$ cat src/rtl/huff_bit_packer.sv
// rtl/huff_bit_packer.sv - packs Huffman codes for an 8-bit character stream into MSB-first OUT_W-bit words
module huff_bit_packer #(
    parameter int NUM_SYM = 3,
    parameter int CODE_W  = 3,
    parameter int OUT_W   = 8,
    localparam int IDX_W  = (NUM_SYM > 1) ? $clog2(NUM_SYM) : 1,
    localparam int NB_W   = $clog2(OUT_W + 1)
) (
    input  logic              clk,
    input  logic              reset,
    input  logic              tbl_wr,
    input  logic [IDX_W-1:0]  tbl_idx,
    input  logic [7:0]        tbl_char,
    input  logic [CODE_W-1:0] tbl_mask,
    input  logic [CODE_W-1:0] tbl_value,
    input  logic              start,
    input  logic              sym_valid,
    output logic              sym_ready,
    input  logic [7:0]        sym_char,
    input  logic              flush,
    output logic              out_valid,
    input  logic              out_ready,
    output logic [OUT_W-1:0]  out_data,
    output logic [NB_W-1:0]   out_nbits,
    output logic              flush_done,
    output logic              err
);
    localparam int ACC_W  = OUT_W + CODE_W - 1;
    localparam int FILL_W = $clog2(ACC_W + 1);
    localparam int LEN_W  = $clog2(CODE_W + 1);
    localparam logic [FILL_W-1:0] FILL_OUT  = FILL_W'(OUT_W);
    localparam logic [FILL_W-1:0] FILL_ACC  = FILL_W'(ACC_W);
    localparam logic [IDX_W:0]    NUM_SYM_W = (IDX_W + 1)'(NUM_SYM);

    typedef enum logic [1:0] {IDLE, RUN, FLUSH} state_t;

    state_t             state;
    logic [7:0]         tbl_char_q  [NUM_SYM];
    logic [CODE_W-1:0]  tbl_mask_q  [NUM_SYM];
    logic [CODE_W-1:0]  tbl_value_q [NUM_SYM];
    logic [ACC_W-1:0]   acc;
    logic [FILL_W-1:0]  fill;

    logic               hit;
    logic [CODE_W-1:0]  hit_mask;
    logic [CODE_W-1:0]  hit_value;
    logic [LEN_W-1:0]   hit_len;
    logic [ACC_W-1:0]   hit_code;
    logic [FILL_W-1:0]  shamt;
    logic               sym_fire;
    logic               reg_free;

    // Descending scan so the lowest matching index is the one left standing.
    always_comb begin
        hit       = 1'b0;
        hit_mask  = '0;
        hit_value = '0;
        for (int i = NUM_SYM - 1; i >= 0; i--) begin
            if (tbl_char_q[i] == sym_char) begin
                hit       = 1'b1;
                hit_mask  = tbl_mask_q[i];
                hit_value = tbl_value_q[i];
            end
        end
        hit_len = '0;
        for (int b = 0; b < CODE_W; b++) begin
            hit_len = hit_len + LEN_W'(hit_mask[b]);
        end
        hit_code = ACC_W'(hit_value & hit_mask);
        shamt    = FILL_ACC - fill - FILL_W'(hit_len);
    end

    assign sym_ready = (state == RUN) && (fill < FILL_OUT);
    assign sym_fire  = sym_valid && sym_ready;
    assign reg_free  = !out_valid || out_ready;

    always_ff @(posedge clk or negedge reset) begin
        if (!reset) begin
            state      <= IDLE;
            acc        <= '0;
            fill       <= '0;
            out_valid  <= 1'b0;
            out_data   <= '0;
            out_nbits  <= '0;
            flush_done <= 1'b0;
            err        <= 1'b0;
            for (int i = 0; i < NUM_SYM; i++) begin
                tbl_char_q[i]  <= '0;
                tbl_mask_q[i]  <= '0;
                tbl_value_q[i] <= '0;
            end
        end else begin
            flush_done <= 1'b0;
            if (out_valid && out_ready) begin
                out_valid <= 1'b0;
            end
            case (state)
                IDLE: begin
                    if (tbl_wr && ({1'b0, tbl_idx} < NUM_SYM_W)) begin
                        tbl_char_q[tbl_idx]  <= tbl_char;
                        tbl_mask_q[tbl_idx]  <= tbl_mask;
                        tbl_value_q[tbl_idx] <= tbl_value;
                    end
                    if (start) begin
                        state <= RUN;
                    end
                end
                RUN: begin
                    if (fill >= FILL_OUT) begin
                        if (reg_free) begin
                            out_data  <= acc[ACC_W-1 -: OUT_W];
                            out_nbits <= NB_W'(OUT_W);
                            out_valid <= 1'b1;
                            acc       <= acc << OUT_W;
                            fill      <= fill - FILL_OUT;
                        end
                    end else if (sym_fire) begin
                        if (hit && (hit_len != '0)) begin
                            acc  <= acc | (hit_code << shamt);
                            fill <= fill + FILL_W'(hit_len);
                        end else begin
                            err <= 1'b1;
                        end
                    end
                    if (flush) begin
                        state <= FLUSH;
                    end
                end
                FLUSH: begin
                    // Bits below fill are always zero, so the padded word needs no masking.
                    if (fill >= FILL_OUT) begin
                        if (reg_free) begin
                            out_data  <= acc[ACC_W-1 -: OUT_W];
                            out_nbits <= NB_W'(OUT_W);
                            out_valid <= 1'b1;
                            acc       <= acc << OUT_W;
                            fill      <= fill - FILL_OUT;
                        end
                    end else if (fill != '0) begin
                        if (reg_free) begin
                            out_data  <= acc[ACC_W-1 -: OUT_W];
                            out_nbits <= NB_W'(fill);
                            out_valid <= 1'b1;
                            acc       <= '0;
                            fill      <= '0;
                        end
                    end else if (!out_valid) begin
                        flush_done <= 1'b1;
                        state      <= IDLE;
                    end
                end
                default: state <= IDLE;
            endcase
        end
    end
endmodule

$ cat config.mk
export PLATFORM = sky130hd
export DESIGN_NAME = huff_bit_packer
export DESIGN_NICKNAME = d
export VERILOG_FILES = /design/src/rtl/huff_bit_packer.sv
export SDC_FILE = /design/constraint.sdc
export NUM_CORES = 1
export LEC_CHECK = 0
export CAP_MARGIN = 20
export CORE_ASPECT_RATIO = 0.9
export CORE_MARGIN = 8
export CORE_UTILIZATION = 52
export CTS_BUF_LIST = sky130_fd_sc_hd__clkbuf_4 sky130_fd_sc_hd__clkbuf_8
export DETAILED_ROUTE_END_ITERATION = 10
export GPL_TIMING_DRIVEN = 0
export PLACE_DENSITY_LB_ADDON = 0.25
export RECOVER_POWER = 25
export SYNTH_ARGS = -nofsm -noshare
export SYNTH_HDL_FRONTEND = slang
export SYNTH_SLANG_ARGS = --single-unit
$ cat constraint.sdc
create_clock -name clk -period 7.4 [get_ports clk]
set_input_delay 1.48 -clock clk [delete_from_list [all_inputs] [get_ports clk]]
set_output_delay 1.48 -clock clk [all_outputs]
set_load 0.01 [all_outputs]
* After elaboration in Yosys (flattened, before gate mapping)
Index checks and enable logic that the tools add are counted.
Storage, ports and cells: output and inout port bits 16, flip-flop bits (word level) 73, logic and storage cells 126, input bits 31
Operators by class: bitwise gates (word level) 5, shifts and indexed selects 1, equality and inequality tests 15, muxes and demuxes 59, $add $sub $neg 6, reductions and logical operators 18, order comparisons 5
Operators by type and width (count):
- $mux W10 | 7
- $mux W4 | 12
- $mux W8 | 5
- $bwmux W24 | 1
- $eq A8 B8 Y1 | 3
- $mux W3 | 7
- $pmux W10 S2 | 1
- $bwmux W9 | 2
- $demux W8 S2 | 1
- $pmux W4 S2 | 2
- $pmux W8 S2 | 1
- $mux W1 | 12
- $mux W2 | 5
- $ne A2 B2 Y1 const B | 5
- $or A10 B10 Y10 | 1
- $reduce_and A5 Y1 | 2
- $shl A3 B4 Y10 | 1
- $reduce_and A4 Y1 | 2
- $demux W3 S2 | 1
- $logic_and A1 B1 Y1 | 6
- $ne A3 B3 Y1 const B | 2
- $pmux W2 S3 | 1
- $add A4 B2 Y4 | 1
- $ge A4 B4 Y1 const B | 1
- other kinds (25) | 27

* Depth between registers and ports, before layout
Gate-level depths: netlist of the first run.
word-level depth 13, mapped depth 15, gate-level depth less buffers 15

* Least setup slack after synthesis of the first run
No wires, ideal clock.
path type input-to-reg, start point input sym_char[2], end point register acc[5], setup slack 2312 ps, stages 15, arrival time 5008 ps, library setup time 80 ps, path buffers 0, required time 7320 ps, path through xnor2_1 nand4_2 o211a_1 a221o_1 o21a_1 fa_1 inv_1 ha_1 ha_1 fa_1 xnor2_1 nand2_1 a211oi_4 or3b_1 o211ai_2
Between the ends: word-level cells in the longest chain between the ends 13, elaborated cells on any way between the ends 26, those cells by class add/sub: 3; eq/ne: 4; shift: 1; mux: 13; bitwise: 2; reduce/logical: 3
Ends and longest elaborated chain:
- from (decl) | RTL line 19 | input logic [7:0] sym_char,
- $eq A8 B8 Y1 | RTL line 59 | if (tbl_char_q[i] == sym_char) begin
- $mux W3 (3 in a row) | RTL line 59
- $add A1 B1 Y2 | RTL line 67 | hit_len = hit_len + LEN_W'(hit_mask[b]);
- $add A2 B1 Y2 | RTL line 67
- $sub A4 B2 Y4 | RTL line 70 | shamt = FILL_ACC - fill - FILL_W'(hit_len);
- $shl A3 B4 Y10 | RTL line 119 | acc <= acc | (hit_code << shamt);
- $or A10 B10 Y10 | RTL line 119
- $mux W10 | RTL line 118 | if (hit && (hit_len != '0)) begin
- $mux W10 | RTL line 117 | end else if (sym_fire) begin
- $mux W10 | RTL line 109 | if (fill >= FILL_OUT) begin
- $pmux W10 S2 | RTL line 97 | case (state)
- to (signal assigned) | RTL line 114 | acc <= acc << OUT_W;
- to (signal assigned) | RTL line 119
- to (signal assigned) | RTL line 136 | acc <= acc << OUT_W;
- to (decl) | RTL line 41 | logic [ACC_W-1:0] acc;
Parallel ways exist; a longest one is shown, timed or not. The select of a mux whose other input is x is not followed. A chain may end at the register's enable or synchronous reset.

* Worst setup path in the final report of the first run
start point input sym_char[0], end point register acc[5]
Same word-level chain as after synthesis.

==> metrics.txt, run 1 <==
pre-CTS setup slack 1.38 ns; Max Fanout on Critical Path 5; Hold Path End err$_DFFE_PN0P_; largest net degree at the start of global routing 74; Die ar. 10500 µm²; fin crit share 0.771; RSZ-0062 raised after global routing false; WL/cell 16.8 µm; CP endpoint kind register; Synth warnings 0; register share of total power 0.403; top cell type's share of synthesized area 0.471; clk_skew 0.00844 ns; layout cells sized above 1 0.222; FMAX 175 MHz; worst vdd ir 0.197 mV; internal power 1010 µW; routed wl met3 481 µm; initial antenna violation count 0; TritonRoute pass-1 iters 7; clock buffer depth 2; max layer used met4; Sink Count 73; vias 2782; Slew @ Worst Pin 3.80 ns; Post-CTS Hold Fix Bufs 0; vias in the first global route 2924; Hold Path Class reg2reg; DRC Markers 0; Yosys cell types 62; Placer Congestion 0.828; max cap viols 1; run status finished with violations; Resize count post-CTS 0; CTS tree done; Synth Flop Type dfrtp_1; gr ovfl total 0; Die Span X 107 µm; Async SR Flop Fraction 1.00; final number of max-transition violations 74; cts bufs inserted 9; largest area contributor in the netlist dfrtp_1; Net Sw Power 527 µW; Layout area overhead 20.6%; root buffer cell clkbuf_8; Sw Share 0.344; arrival time at the worst endpoint 5.97 ns; Post-synth EDFFs 0; Logic pwr share 0.372; area occupied by multi-input gates 1930 µm²; Hold Vio Cnt, Final 0; worst skew pair latency 0.34 ns; top post-synthesis cells by area dfrtp_1 (47%), mux2_2 (15%), xnor2_1 (3.8%); final setup TNS 0 ns; LEAKAGE 0.00189 µW; diode count 0; clock network fraction of total power 0.225; Seq. cell area 1830 µm²; postcts setup bufs 0; min-delay src err$_DFFE_PN0P_; sequential share of the synthesized area 0.471; failing checks max-capacitance violations, max-slew violations; Met2 Routed Length 4040 µm; final setup fails 0; # nets final 425; minimum clock period 5.70 ns; global-route wire length before repair 13900 µm; synthesized area per cell 11.9 µm²; Die Height 98.0 µm; Worst Hold Depth 1; critical path required time 7.67 ns; Max-slew headroom -1.53; power per cell area 327 nW/µm²; kind of critical path in2reg; M1 WL 3430 µm; RR Startpoint tbl_char_q[8]$_DFFE_PN0P_; Final Util 0.633; Critical Path Start Type primary input; Rows 30; post-route ant nets 0; FF-to-FF End acc[5]$_DFFE_PN0P_; worst reg-to-reg setup slack 2.96 ns; WL final 8120 µm; CORE AREA 7390 µm²; Synthesized Nets 368; fillers 610; #FFs+latches synth 73; most frequent cell after synthesis dfrtp_1; I/O pin count 47; reg2reg path depth 15; top cells by count, synth dfrtp_1 (73), mux2_2 (50), nand2_1 (20), inv_1 (17), xnor2_1 (17); worst setup margin 1.70 ns; Starting Density 0.525; DP HPWL 6030 µm; port bufs 46; Cells after Synth 325; gr usage total 0.165; synthesized cell area 3880 µm²; vias per cell 5.76; DRT iter0 DRCs 136; CTS clk-pin slew, worst paths 0.07 ns; Tot Pwr 1530 µW; depth of the CTS H-tree 3
==> through the flow <==
stage	std cells	hold WS (ns)	instance area, µm²
after global routing	483	0.510	4680
after detailed placement	467	0.475	4460
after floorplan	325	0.450	3880
after global placement	467	0.451	4460
final	483	0.488	4680
after CTS	483	0.493	4680
==> power by group through the flow <==
stage          clock network [µW]  registers (µW)  logic [µW]
6_report                      344             618         570
5_1_grt                       371             634         629
4_1_cts                       356             618         572
3_5_place_dp                    0             626         567
3_3_place_gp                    0             620         556
2_1_floorplan                   0             605         429
==> routing by layer <==
metal / up-vias / track usage
met2: 90 / 0.273
met3: 14 / 0.0592
met5: - / 0
met1: 1363 / 0.192
met4: 0 / 0.0584
li1: 1315 / -
==> worst max path at each step <==
stage | startpoint | endpoint | slack [ns] | cells past startpoint
after global placement | sym_char[0] | acc[5]$_DFFE_PN0P_ | 1.40 | 16
after global routing | sym_char[4] | acc[5]$_DFFE_PN0P_ | 1.48 | 16
after floorplan | sym_char[2] | acc[5]$_DFFE_PN0P_ | 2.31 | 15
after CTS | sym_char[0] | acc[5]$_DFFE_PN0P_ | 1.73 | 16
after detailed placement | sym_char[0] | acc[5]$_DFFE_PN0P_ | 1.38 | 16
final | sym_char[0] | acc[5]$_DFFE_PN0P_ | 1.70 | 16
==> area by class of cell <==
| type | instances | area share |
|---|---|---|
| clock inverters | 5 | 0.0168 |
| flip-flops and latches | 73 | 0.390 |
| well taps | 96 | 0.0257 |
| multi-input cells | 224 | 0.413 |
| plain buffers | 10 | 0.0118 |
| clock buffers | 11 | 0.0310 |
| repair buffers | 46 | 0.0971 |
| inverters | 18 | 0.0144 |
==> state kept, by name (all words and copies together), names as in the netlist, 2 cells and up <==
register / count
tbl_char_q: 24
acc: 10
tbl_mask_q: 9
tbl_value_q: 9
out_data: 8
fill: 4
out_nbits: 4
state: 2
==> logic make-up after synthesis <==
logic type,after synthesis,share of synthesized area
compound gates,76,0.156
mux,51,0.148
simple gates,60,0.0932
fa+ha+maj,12,0.0445
buf+inv,28,0.0316
flops,73,0.471
xor+xnor,25,0.0564
==> cells in the final DEF (no fill, tap or decap), types with 3 or more instances in the layout <==
master | netlist | routed
nand4_1 | 5 | 5
dfrtp_1 | 73 | 73
nand3_1 | 4 | 4
mux2_2 | 50 | 50
xnor2_1 | 17 | 17
a221o_1 | 3 | 3
a22oi_1 | 3 | 3
o2111ai_1 | 5 | 5
fa_1 | 3 | 3
o21a_1 | 3 | 3
a31oi_1 | 4 | 4
xor2_1 | 8 | 8
clkdlybuf4s50_1 | 0 | 45
clkbuf_8 | 1 | 11
nand2_1 | 20 | 20
inv_1 | 17 | 17
a2bb2oi_1 | 5 | 5
clkbuf_1 | 7 | 8
a21oi_1 | 11 | 11
nor3_1 | 4 | 4
ha_1 | 9 | 9
nor2_1 | 5 | 5
o21ai_0 | 15 | 15
==> critical path: stages <==
cell and delay [ns]:
clkdlybuf4s50_1 0.49, xnor2_1 0.32, nand4_2 0.23, o211a_1 0.30
a221o_1 0.34, o21a_1 0.14, fa_1 0.50, inv_1 0.13
ha_1 0.26, ha_1 0.23, fa_1 0.39, xnor2_1 0.26
nand2_1 0.15, a211oi_4 0.30, or3b_1 0.39, o211ai_2 0.07
Power figures use the tool's default switching activity.
==> run 2: changes to the inputs <==
==> constraint.sdc (replaced) <==
create_clock -name clk -period 5.1 [get_ports clk]
set_input_delay 1.02 -clock clk [delete_from_list [all_inputs] [get_ports clk]]
set_output_delay 1.02 -clock clk [all_outputs]
set_load 0.01 [all_outputs]
==> run 2 against run 1 <==
Against the previous run:
- the flow still finishes with violations (max-capacitance violations, max-slew violations)
- cell count rose by 0.41%
- sequential cell count unchanged
- routed wire length grew 2.0%
- combinational power increased by 54%
- sequential share of layout area down 1.1 points
- cell area is 2.9% higher
- non-clock buffer count increased by 2
- via count is 0.50% higher
- die area unchanged
- critical path type unchanged
- critical endpoint unchanged
==> metrics.txt, run 2 (synthesis gave the netlist of run 1 again) <==
run status finished with violations; failing checks max-capacitance violations, max-slew violations; Post-CTS Hold Fix Bufs 0; initial antenna violation count 0; Starting Density 0.525; Die Span X 107 µm; vias per cell 5.76; fin crit share 0.924; LEAKAGE 0.00202 µW; CTS tree done; Die ar. 10500 µm²; clock buffer depth 2; vias 2796; CORE AREA 7390 µm²; TritonRoute pass-1 iters 4; # nets final 427; Critical Path Start Type primary input; crit path from sym_char[0]; DRT iter0 DRCs 106; Hold Vio Cnt, Final 0; Top Registers tbl_char_q (24), acc (10); clk_skew 0.00840 ns; worst skew pair latency 0.34 ns; max FFs per register 24; I/O pin count 47; kind of critical path in2reg; FMAX 212 MHz; Hold Path Class reg2reg; Tot Pwr 2290 µW; Layout area overhead 24.0%; max cap viols 1; RR Startpoint tbl_char_q[8]$_DFFE_PN0P_; slowest stage delay, CP 0.62 ns; global-route wire length before repair 13900 µm; Sink Count 73; delay-heaviest family, CP adder cells; critical path required time 5.37 ns; CP Cell Sequence dlymetal6s2s_1 -> xnor2_2 -> nand4_4 -> o211a_1 -> a221o_1 -> o21a_1 -> fa_2 -> inv_1 -> ha_1 -> ha_1 -> fa_1 -> xnor2_2 -> nand2_1 -> a211oi_4 -> or3b_1 -> o211ai_2; WL/cell 17.1 µm; CP max stage cell fa_2; post-route cell area 4810 µm²; diode count 0; post-route ant nets 0; final setup fails 0; CP endpoint kind register; CTS clk-pin slew, worst paths 0.08 ns; root buffer cell clkbuf_8; Placed Area 4460 µm²; gr usage total 0.166; Die Height 98.0 µm; layout cells sized above 1 0.257; Rows 30; largest register by flop count tbl_char_q; buffer and inverter count on the worst path 2; gr ovfl total 0; depth of the CTS H-tree 3; fillers 589; DRC Markers 0; worst vdd ir 0.308 mV; arrival time at the worst endpoint 4.98 ns; power per cell area 475 nW/µm²; most frequent cells in the layout dfrtp_1 (73), mux2_2 (50), clkdlybuf4s50_1 (37); largest net degree at the start of global routing 74; min-delay src err$_DFFE_PN0P_; Max-slew headroom -0.186; port bufs 46; RSZ-0062 raised after global routing false; WL final 8280 µm; minimum clock period 4.71 ns; DP HPWL 6030 µm; vias in the first global route 2919; final number of max-transition violations 74; Max Fanout on Critical Path 5; Placer Congestion 0.828; Final Util 0.651; cts bufs inserted 9; Slew @ Worst Pin 1.78 ns; most common cell after layout, fill and taps aside dfrtp_1
run 2: changes by cell type in the layout (fill, tap and decap cells not counted), sizes merged:
| cell | change |
|---|---|
| clkdlybuf4s50 | -8 |
| dlymetal6s2s | +8 |
| buf | +2 |
run 2: area by class of cell:
class | instances | area, µm² | area share
clock buffers | 11 | 145 | 0.0301
plain buffers | 10 | 55.1 | 0.0114
clock inverters | 5 | 78.8 | 0.0164
inverters | 18 | 67.6 | 0.0140
repair buffers | 48 | 490 | 0.102
well taps | 96 | 120 | 0.0249
multi-input cells | 224 | 2030 | 0.422
flip-flops and latches | 73 | 1830 | 0.379
run 2: what timing repair did:
item,CTS,global route
buffers inserted,0,2
pin swaps,0,9
endpoints found under the setup margin,2,9
resized for setup,7,15
run 2: worst paths after layout:
path	endpoint	slack, ns	cells past startpoint
max in group asynchronous	tbl_value_q[6]$_DFFE_PN0P_	2.91	1
min in group asynchronous	out_nbits[3]$_DFFE_PN0P_	1.15	1
worst max register to register	acc[5]$_DFFE_PN0P_	0.82	15
worst min-delay path	err$_DFFE_PN0P_	0.49	1
worst max-delay path	acc[5]$_DFFE_PN0P_	0.39	16
worst min register to register	err$_DFFE_PN0P_	0.49	1
run 2: metrics by stage:
stage               TNS [ns]  setup WS [ns]  hold WS (ns)  std cells
floorplan                  0          0.472         0.450        325
global placement       -2.66         -0.439         0.451        467
detailed placement     -2.86         -0.456         0.475        467
CTS                        0       0.000590         0.493        483
global route               0          0.209         0.510        485
finish                     0          0.390         0.488        485
run 2: metal layers:
| layer | share of wire | wire, µm | vias to the layer above | global-route usage |
|---|---|---|---|---|
| li1 | - | - | 1320 | - |
| met1 | 0.42 | 3500 | 1376 | 0.193 |
| met2 | 0.50 | 4160 | 91 | 0.273 |
| met3 | 0.059 | 488 | 9 | 0.0592 |
| met4 | 0.015 | 125 | 0 | 0.0584 |
| met5 | 0 | 0 | - | 0 |
run 2: power by group:
group	switching, µW	internal [µW]	total, µW
Sequential	138	771	908
Clock	208	293	502
Combinational	452	427	878
Total	798	1490	2290
